--- config.mk ---
export PLATFORM = sky130hd
export DESIGN_NAME = pipeline_stall_ctrl
export DESIGN_NICKNAME = d
export VERILOG_FILES = /design/src/rtl/wisc_pipe_pkg.sv /design/src/rtl/pipe_hazard_detect.sv /design/src/rtl/pipeline_stall_ctrl.sv
export SDC_FILE = /design/constraint.sdc
export NUM_CORES = 1
export LEC_CHECK = 0
export ABC_AREA = 0
export CAP_MARGIN = 15
export CORE_MARGIN = 4
export CORE_UTILIZATION = 42
export DETAILED_ROUTE_END_ITERATION = 16
export GPL_TIMING_DRIVEN = 0
export PLACE_DENSITY = 0.76
export SYNTH_ARGS = -nofsm -noshare
export SYNTH_HDL_FRONTEND = slang
export SYNTH_HIERARCHICAL = 1
export SYNTH_SLANG_ARGS = --single-unit
--- constraint.sdc ---
create_clock -name i_clk -period 2.32 [get_ports i_clk]
set_input_delay 0.464 -clock i_clk [delete_from_list [all_inputs] [get_ports i_clk]]
set_output_delay 0.464 -clock i_clk [all_outputs]
set_load 0.01 [all_outputs]
--- src/rtl/wisc_pipe_pkg.sv ---
// Shared pipeline-control types: sequencer states, register width, stage control bundle.
package wisc_pipe_pkg;

    localparam int REG_W = 4;

    // Instruction word the datapath loads into a flushed/bubbled pipeline register.
    localparam logic [15:0] NOP_INSTR = 16'h0000;

    typedef enum logic [1:0] {
        RUN    = 2'd0,
        D_FILL = 2'd1,
        I_FILL = 2'd2
    } pipe_state_e;

    typedef struct packed {
        logic pc_write;
        logic if_id_write;
        logic id_ex_write;
        logic ex_mem_write;
        logic mem_wb_write;
        logic if_id_flush;
        logic id_ex_bubble;
    } stage_ctrl_t;

    localparam stage_ctrl_t CTRL_ADVANCE = 7'b11111_00;
    localparam stage_ctrl_t CTRL_FREEZE  = 7'b00000_00;

endpackage

--- src/rtl/pipe_hazard_detect.sv ---
// Combinational detection of the hazards forwarding cannot cover:
// load-use, branch-register and branch-flag dependencies.
import wisc_pipe_pkg::*;

module pipe_hazard_detect (
    input  logic [REG_W-1:0] i_if_id_rs,
    input  logic [REG_W-1:0] i_if_id_rt,
    input  logic             i_if_id_branch,
    input  logic             i_if_id_condbr,
    input  logic             i_if_id_store,
    input  logic [REG_W-1:0] i_id_ex_rd,
    input  logic             i_id_ex_write_reg,
    input  logic             i_id_ex_mem_read,
    input  logic             i_id_ex_flag_write,
    input  logic [REG_W-1:0] i_ex_mem_rd,
    input  logic             i_ex_mem_write_reg,
    output logic             o_lu,
    output logic             o_brh,
    output logic             o_fh
);

    logic w_ex_load;
    logic w_ex_hits_rs;
    logic w_mem_hits_rs;

    assign w_ex_load     = i_id_ex_mem_read & i_id_ex_write_reg & (i_id_ex_rd != '0);
    assign w_ex_hits_rs  = i_id_ex_write_reg & (i_id_ex_rd == i_if_id_rs);
    assign w_mem_hits_rs = i_ex_mem_write_reg & (i_ex_mem_rd == i_if_id_rs);

    // Store data (rt) is picked up later by the MEM-to-MEM forward, so it never stalls.
    assign o_lu  = w_ex_load & ((i_id_ex_rd == i_if_id_rs) |
                                ((i_id_ex_rd == i_if_id_rt) & ~i_if_id_store));
    assign o_brh = i_if_id_branch & (i_if_id_rs != '0) & (w_ex_hits_rs | w_mem_hits_rs);
    assign o_fh  = i_if_id_condbr & i_id_ex_flag_write;

endmodule

--- src/rtl/pipeline_stall_ctrl.sv ---
// Stall/flush sequencer: hazard stalls, I/D miss-fill arbitration of the shared
// memory port, all stage enables, and saturating stall/miss performance counters.
import wisc_pipe_pkg::*;

module pipeline_stall_ctrl #(
    parameter int CNT_W = 16
) (
    input  logic             i_clk,
    input  logic             i_rst,
    input  logic [REG_W-1:0] i_if_id_rs,
    input  logic [REG_W-1:0] i_if_id_rt,
    input  logic             i_if_id_branch,
    input  logic             i_if_id_condbr,
    input  logic             i_if_id_store,
    input  logic             i_branch_taken,
    input  logic [REG_W-1:0] i_id_ex_rd,
    input  logic             i_id_ex_write_reg,
    input  logic             i_id_ex_mem_read,
    input  logic             i_id_ex_flag_write,
    input  logic [REG_W-1:0] i_ex_mem_rd,
    input  logic             i_ex_mem_write_reg,
    input  logic             i_icache_miss,
    input  logic             i_dcache_miss,
    input  logic             i_mem_done,
    output logic             o_pc_write,
    output logic             o_if_id_write,
    output logic             o_id_ex_write,
    output logic             o_ex_mem_write,
    output logic             o_mem_wb_write,
    output logic             o_if_id_flush,
    output logic             o_id_ex_bubble,
    output logic             o_icache_grant,
    output logic             o_dcache_grant,
    output logic [CNT_W-1:0] o_stall_cnt,
    output logic [CNT_W-1:0] o_miss_cnt
);

    pipe_state_e      r_state;
    logic             r_d_pend;
    logic             r_igrant;
    logic             r_dgrant;
    logic [CNT_W-1:0] r_stall_cnt;
    logic [CNT_W-1:0] r_miss_cnt;

    logic        w_lu, w_brh, w_fh, w_hs;
    stage_ctrl_t w_ctrl;

    pipe_hazard_detect u_haz (
        .i_if_id_rs        (i_if_id_rs),
        .i_if_id_rt        (i_if_id_rt),
        .i_if_id_branch    (i_if_id_branch),
        .i_if_id_condbr    (i_if_id_condbr),
        .i_if_id_store     (i_if_id_store),
        .i_id_ex_rd        (i_id_ex_rd),
        .i_id_ex_write_reg (i_id_ex_write_reg),
        .i_id_ex_mem_read  (i_id_ex_mem_read),
        .i_id_ex_flag_write(i_id_ex_flag_write),
        .i_ex_mem_rd       (i_ex_mem_rd),
        .i_ex_mem_write_reg(i_ex_mem_write_reg),
        .o_lu              (w_lu),
        .o_brh             (w_brh),
        .o_fh              (w_fh)
    );

    assign w_hs = (r_state == RUN) & (w_lu | w_brh | w_fh);

    // Priority: D-miss freeze > fill in progress > hazard stall > I-miss > taken branch.
    always_comb begin
        w_ctrl = CTRL_ADVANCE;
        if (!i_rst) begin
            if ((r_state == D_FILL) || i_dcache_miss) begin
                w_ctrl = CTRL_FREEZE;
            end else if (r_state == I_FILL) begin
                w_ctrl.pc_write    = i_branch_taken;
                w_ctrl.if_id_flush = 1'b1;
            end else if (w_hs) begin
                w_ctrl.pc_write     = 1'b0;
                w_ctrl.if_id_write  = 1'b0;
                w_ctrl.id_ex_bubble = 1'b1;
            end else if (i_icache_miss) begin
                w_ctrl.pc_write    = 1'b0;
                w_ctrl.if_id_flush = 1'b1;
            end else if (i_branch_taken) begin
                w_ctrl.if_id_flush = 1'b1;
            end
        end
    end

    always_ff @(posedge i_clk) begin
        if (i_rst) begin
            r_state  <= RUN;
            r_d_pend <= 1'b0;
            r_igrant <= 1'b0;
            r_dgrant <= 1'b0;
        end else begin
            case (r_state)
                RUN: begin
                    if (i_dcache_miss) begin
                        r_state  <= D_FILL;
                        r_dgrant <= 1'b1;
                    end else if (i_icache_miss) begin
                        r_state  <= I_FILL;
                        r_igrant <= 1'b1;
                    end
                end
                D_FILL: begin
                    if (i_mem_done) begin
                        r_dgrant <= 1'b0;
                        if (i_icache_miss) begin
                            r_state  <= I_FILL;
                            r_igrant <= 1'b1;
                        end else begin
                            r_state <= RUN;
                        end
                    end
                end
                I_FILL: begin
                    // A D-miss arriving mid I-fill waits; the fill is never preempted.
                    if (i_mem_done) begin
                        r_igrant <= 1'b0;
                        r_d_pend <= 1'b0;
                        if (r_d_pend || i_dcache_miss) begin
                            r_state  <= D_FILL;
                            r_dgrant <= 1'b1;
                        end else begin
                            r_state <= RUN;
                        end
                    end else if (i_dcache_miss) begin
                        r_d_pend <= 1'b1;
                    end
                end
                default: begin
                    r_state  <= RUN;
                    r_igrant <= 1'b0;
                    r_dgrant <= 1'b0;
                end
            endcase
        end
    end

    always_ff @(posedge i_clk) begin
        if (i_rst) begin
            r_stall_cnt <= '0;
            r_miss_cnt  <= '0;
        end else begin
            if (w_hs && (r_stall_cnt != {CNT_W{1'b1}}))
                r_stall_cnt <= r_stall_cnt + CNT_W'(1);
            if ((r_state != RUN) && (r_miss_cnt != {CNT_W{1'b1}}))
                r_miss_cnt <= r_miss_cnt + CNT_W'(1);
        end
    end

    assign o_pc_write     = w_ctrl.pc_write;
    assign o_if_id_write  = w_ctrl.if_id_write;
    assign o_id_ex_write  = w_ctrl.id_ex_write;
    assign o_ex_mem_write = w_ctrl.ex_mem_write;
    assign o_mem_wb_write = w_ctrl.mem_wb_write;
    assign o_if_id_flush  = w_ctrl.if_id_flush;
    assign o_id_ex_bubble = w_ctrl.id_ex_bubble;
    assign o_icache_grant = r_igrant;
    assign o_dcache_grant = r_dgrant;
    assign o_stall_cnt    = r_stall_cnt;
    assign o_miss_cnt     = r_miss_cnt;

endmodule

# Word level (Yosys, flattened, before mapping)
# Index checks and enable logic that the tools add are counted.
# Widths: inputs -> output; s select.
[classes] reduce_logical=13 add_sub_neg=2 n_mux=32 bitwise_logic=15 n_eq_ne=13
[ops] operator="$add 16x1->16 const B" count=2
[ops] operator="$ne 16x16->1 const B" count=2
[ops] operator="$mux 1" count=20
[ops] operator="$mux 2" count=7
[ops] operator="$eq 4x4->1" count=3
[ops] operator="$and 1x1->1" count=10
[ops] operator="$ne 2x2->1 const B" count=4
[ops] operator="$reduce_bool 4->1" count=2
[ops] operator="$mux 7" count=1
[ops] operator="$pmux 1 s3" count=2
[ops] operator="$pmux 2 s3" count=1
[ops] operator="$reduce_and 3->1" count=2
[ops] operator="$or 1x1->1" count=4
[ops] operator="$reduce_and 4->1" count=1
[ops] operator="$reduce_bool 2->1" count=2
[ops] operator="$mux 3" count=1
[ops] operator="$ne 3x3->1 const B" count=1
[ops] operator="$eq 2x1->1 const B" count=1
[ops] operator="$eq 2x2->1 const B" count=1
[ops] operator="$logic_and 1x1->1" count=2
[ops] operator="$logic_not 2->1" count=1
[ops] operator="$logic_or 1x1->1" count=2
[ops] operator="$ne 2x1->1 const B" count=1
[ops] operator="$reduce_and 2->1" count=1
[ops] operator="$not 1->1" count=1
[totals] output_inout_bits=41 wordCells=81 register_bits=37 in_bits=29

# Logic depth before layout (Yosys ltp)
[logic_depth] word_depth=11 depth_mapped=8 depth_no_buf=7

# Hierarchy
# Netlist, hierarchy kept.
[modules_own_cells] module="pipeline_stall_ctrl" instances=1 area_per_inst_um2=2080.7 cells_each=243 seq_area_each_um2=740.7
[modules_own_cells] module="pipe_hazard_detect" instances=1 area_per_inst_um2=196.4 cells_each=25 seq_area_each_um2=0.0

# Worst setup path before layout
# No wires, ideal clock.
[synth_path] path_type="in2out" start="input port i_id_ex_rd[3]" end="output port o_if_id_write" t_arrival_ns=2.073 required_ns=1.856 path_buffers=1 setup_slack_ns=-0.217 cell_stages=8 path_cell_list="or4_4 -> or4b_1 -> o22ai_2 -> or3_1 -> nand2_1 -> buf_2 -> nand2_1 -> nand2_1"
[synth_between] elab_chain_cells=11 word_cells_on_any_way=17 classes_between="2 x eq/ne; 4 x mux; 10 x bitwise; 1 x reduce/logical"
[synth_rtl] element="start, declared" line="pipeline_stall_ctrl.sv:16" text="input logic [REG_W-1:0] i_id_ex_rd,"
[synth_rtl] element="$eq 4x4->1" line="pipe_hazard_detect.sv:32" text="((i_id_ex_rd == i_if_id_rt) & ~i_if_id_store));"
[synth_rtl] element="$and 1x1->1" line="pipe_hazard_detect.sv:32"
[synth_rtl] element="$or 1x1->1" line="pipe_hazard_detect.sv:31" text="assign o_lu = w_ex_load & ((i_id_ex_rd == i_if_id_rs) |"
[synth_rtl] element="$and 1x1->1 (*)" line="pipe_hazard_detect.sv:31"
[synth_rtl] element="named net w_lu" line="pipeline_stall_ctrl.sv:45" text="logic w_lu, w_brh, w_fh, w_hs;"
[synth_rtl] element="$or 1x1->1 (*) (2 in series)" line="pipeline_stall_ctrl.sv:65" text="assign w_hs = (r_state == RUN) & (w_lu | w_brh | w_fh);"
[synth_rtl] element="$and 1x1->1 (*)" line="pipeline_stall_ctrl.sv:65"
[synth_rtl] element="$mux 1 (*)" line="pipeline_stall_ctrl.sv:76" text="end else if (w_hs) begin"
[synth_rtl] element="$mux 1 (*)" line="pipeline_stall_ctrl.sv:73" text="end else if (r_state == I_FILL) begin"
[synth_rtl] element="$mux 2 (*)" line="pipeline_stall_ctrl.sv:71" text="if ((r_state == D_FILL) || i_dcache_miss) begin"
[synth_rtl] element="$mux 7 (*)" line="pipeline_stall_ctrl.sv:70" text="if (!i_rst) begin"
[synth_rtl] element="end, declared" line="pipeline_stall_ctrl.sv:26" text="output logic o_if_id_write,"
# The timed path passes the listed nets; every way through them passes the cells marked *.

# Final worst setup path
[layout_path] start="input port i_id_ex_rd[2]" end="output port o_if_id_write"
# The elaborated chain is that of the path after synthesis.

==> impl_metrics.tcl <==
set metrics [dict create \
    synth.avg_cell_area_sq_um 8.50 \
    clkTransAtPathRegs_ns 0.07 \
    rsz0062_at_grt "true" \
    cp_slowest_cell "or4_4" \
    worst_slew_pin_slew_ns 0.727 \
    crit_family "simple AND/OR/NAND/NOR gates" \
    routabilityCongestion 0.848 \
    holdPathStages 2 \
    nNetsFinal 387 \
    ys.flop_type "dfxtp_1" \
    cts.root.buffer_cell "clkbuf_8" \
    viasPerCell 5.73 \
    ios 70 \
    rr_endpoint "o_stall_cnt[5]" \
    drc 0 \
    relSlewSlack_pct 51.1 \
    pre_cts_ws_ns -1.28 \
    fp-row-count 26 \
    end_kind "output pin" \
    fmax_ghz 0.382 \
    syn-num-nets 299 \
    irDropWorstVdd_v 0.000249 \
    syn-instance-count 268 \
    grt_max_degree 12 \
    period_share_pct 113 \
    regToRegSetupSlack_ns 0.33 \
    worstSetupStartpointType "primary input" \
    cts_buffers 5 \
    finClkSkew_ns 0.00813 \
    dr.pass1.iters 4 \
    placedCellCount 406 \
    synth.most_common_cell "dfxtp_1" \
    syn_to_final_growth_pct 48.5 \
    crit_chain "buf_8, or4_4, or4b_4, o22ai_4, or3_4, nand2_4, buf_6, nand2_2, nand2_2, buf_6" \
    drive_above_1_share_pct 21.6 \
    synth_seq_area_share_pct 32.5 \
    drt-wirelength-per-cell_um 15.4 \
    fin_cells 427 \
    vias 2447 \
    hp-class "flop to flop" \
    async_reset_ff_share_pct 0 \
    grt_pass1_wl_um 10400 \
    worstSetupPathType "primary input to output pin" \
    grt_use_total_pct 19.8 \
    grt_pass1_vias 2307 \
    grt_antenna_before_repair 0 \
    setup_slack_ns -0.295 \
    clock-sinks 37 \
    r2r_start "o_stall_cnt[0]" \
    grt.overflow.total 0 \
    synthDistinctLibCells 55 \
    htreeDepth 2 \
    power_density_nw_per_um2 443 \
    final-setup-viol-count 11 \
    core_area_sq_um 5170 \
    portBuffers 68 \
    status "complete, but fails checks" \
    fin_crit_ns 2.61 \
    crit_arrival_ns 2.15 \
    hold_viol_final 0 \
    dieArea_sq_um 6660 \
    clock_path_buffers 2 \
    slowest_delay_ns 0.52 \
    diodes 0 \
    drt_first_iter_violations 109 \
    initial_core_util_pct 44.0 \
    violations "setup timing" \
    hpwl_um 4650 \
    worstPathRequired_ns 1.86 \
    ys_top_cells_by_area "dfxtp_1 (33%), a21oi_1 (6.2%), o31ai_1 (4.6%)" \
    cts_tree "yes" \
    slew_violations 0 \
    ys_ff_latch 37 \
    ys_warn_count 6 \
    synth_edf_count 0 \
    whs_endpoint "o_icache_grant" \
    leakagePower_uw 0.00119 \
    die_w_um 81.6 \
    cp_num_buf_inv 3 \
    die_h_um 81.6 \
    synth_top_area_share_pct 32.5 \
    min-delay-start "o_icache_grant" \
    synth.cells.most_frequent "dfxtp_1 (37), a21oi_1 (28), nand2_1 (17), nor2_1 (17), nand3_1 (16)" \
    synth_area_sq_um 2280 \
    ctsHoldBuffers 0 \
    r2r_cells 6 \
    synth_top_cell_by_area "dfxtp_1" \
    critical_path.max_fanout 2 \
    antenna_left 0 \
    drt-total-wl_um 6560 \
    clock_latency_ns 0.30 \
    drv_cap 0 \
]
[layout by cell type, fill, tap and decap left out, types with 7 or more instances in the layout]
cell type,count
inv_1,7
nand2_1,14
o31ai_1,14
xnor2_1,10
or4_1,12
dfxtp_1,37
clkdlybuf4s50_1,46
nor2_1,15
o21ai_0,9
clkbuf_8,7
a21oi_1,26
nand3_1,15
buf_6,9
buf_4,14
[tightest hold or removal path, cell delays in order (launching register included)]
cell	delay (ns)
dfxtp_1	0.31
o21ai_0	0.07
a21oi_1	0.06
[final cells by class]
class,instances,area (sq um)
repair buffers,81,769
clock inverters,1,5.00
inverters,8,30.0
fillers,436,1790
multi-input cells,210,1550
well taps,70,87.6
clock buffers,7,96.3
plain buffers,13,104
flip-flops and latches,37,741
[worst max path at each step]
| stage | from | endpoint | slack [ns] | cells after the start |
|---|---|---|---|---|
| 4_1_cts | i_id_ex_rd[2] | o_pc_write | -0.35 | 9 |
| 2_1_floorplan | i_id_ex_rd[3] | o_if_id_write | -0.05 | 8 |
| 5_1_grt | i_id_ex_rd[2] | o_pc_write | -0.37 | 9 |
| 6_report | i_id_ex_rd[2] | o_if_id_write | -0.29 | 10 |
| 3_5_place_dp | i_id_ex_rd[3] | o_pc_write | -1.28 | 9 |
| 3_3_place_gp | i_id_ex_rd[3] | o_pc_write | -1.23 | 9 |
[where the power goes]
part / switching, uW / internal (uW)
logic: 158 / 167
clock network: 240 / 269
registers: 16.1 / 650
total: 414 / 1090
[layer usage]
layer	global-route usage (%)	share of wire [%]
met1	24.8	42
met2	32.7	49
met3	4.28	7.7
met4	8.31	1.1
met5	0	0
[kinds of logic after synthesis]
logic type / synth area share, %
multiplexers: 2.42
AO/OA/AOI/OAI: 22.0
XOR/XNOR: 5.00
adder cells (fa/ha/maj): 1.10
buffers and inverters: 5.55
AND/OR/NAND/NOR: 31.4
flip-flops: 32.5
[flip-flops by register name, summed over array words and instances, names as in the netlist]
| signal | flops |
|---|---|
| o_miss_cnt | 16 |
| r_state | 2 |
| r_d_pend | 1 |
| o_icache_grant | 1 |
| o_stall_cnt | 16 |
| o_dcache_grant | 1 |
[per-stage QoR]
stage | hold slack (ns) | area (sq um) | power, uW | TNS, ns | util (%)
after floorplan | 0.499 | 2310 | 835 | -0.0883 | -
after global placement | 0.464 | 3070 | 961 | -11.80 | 59.4
after detailed placement | 0.479 | 3070 | 965 | -12.83 | 59.4
after CTS | 0.487 | 3260 | 1490 | -1.12 | 62.9
after global routing | 0.525 | 3380 | 1560 | -2.93 | 65.4
final | 0.485 | 3380 | 1500 | -1.39 | 65.4
[repair_timing]
item,CTS,global route
setup endpoints to repair,23,15
gates resized for setup,69,17
pin swaps,14,16
setup buffers,6,7
Note: power is estimated with default switching activity, not from simulation.
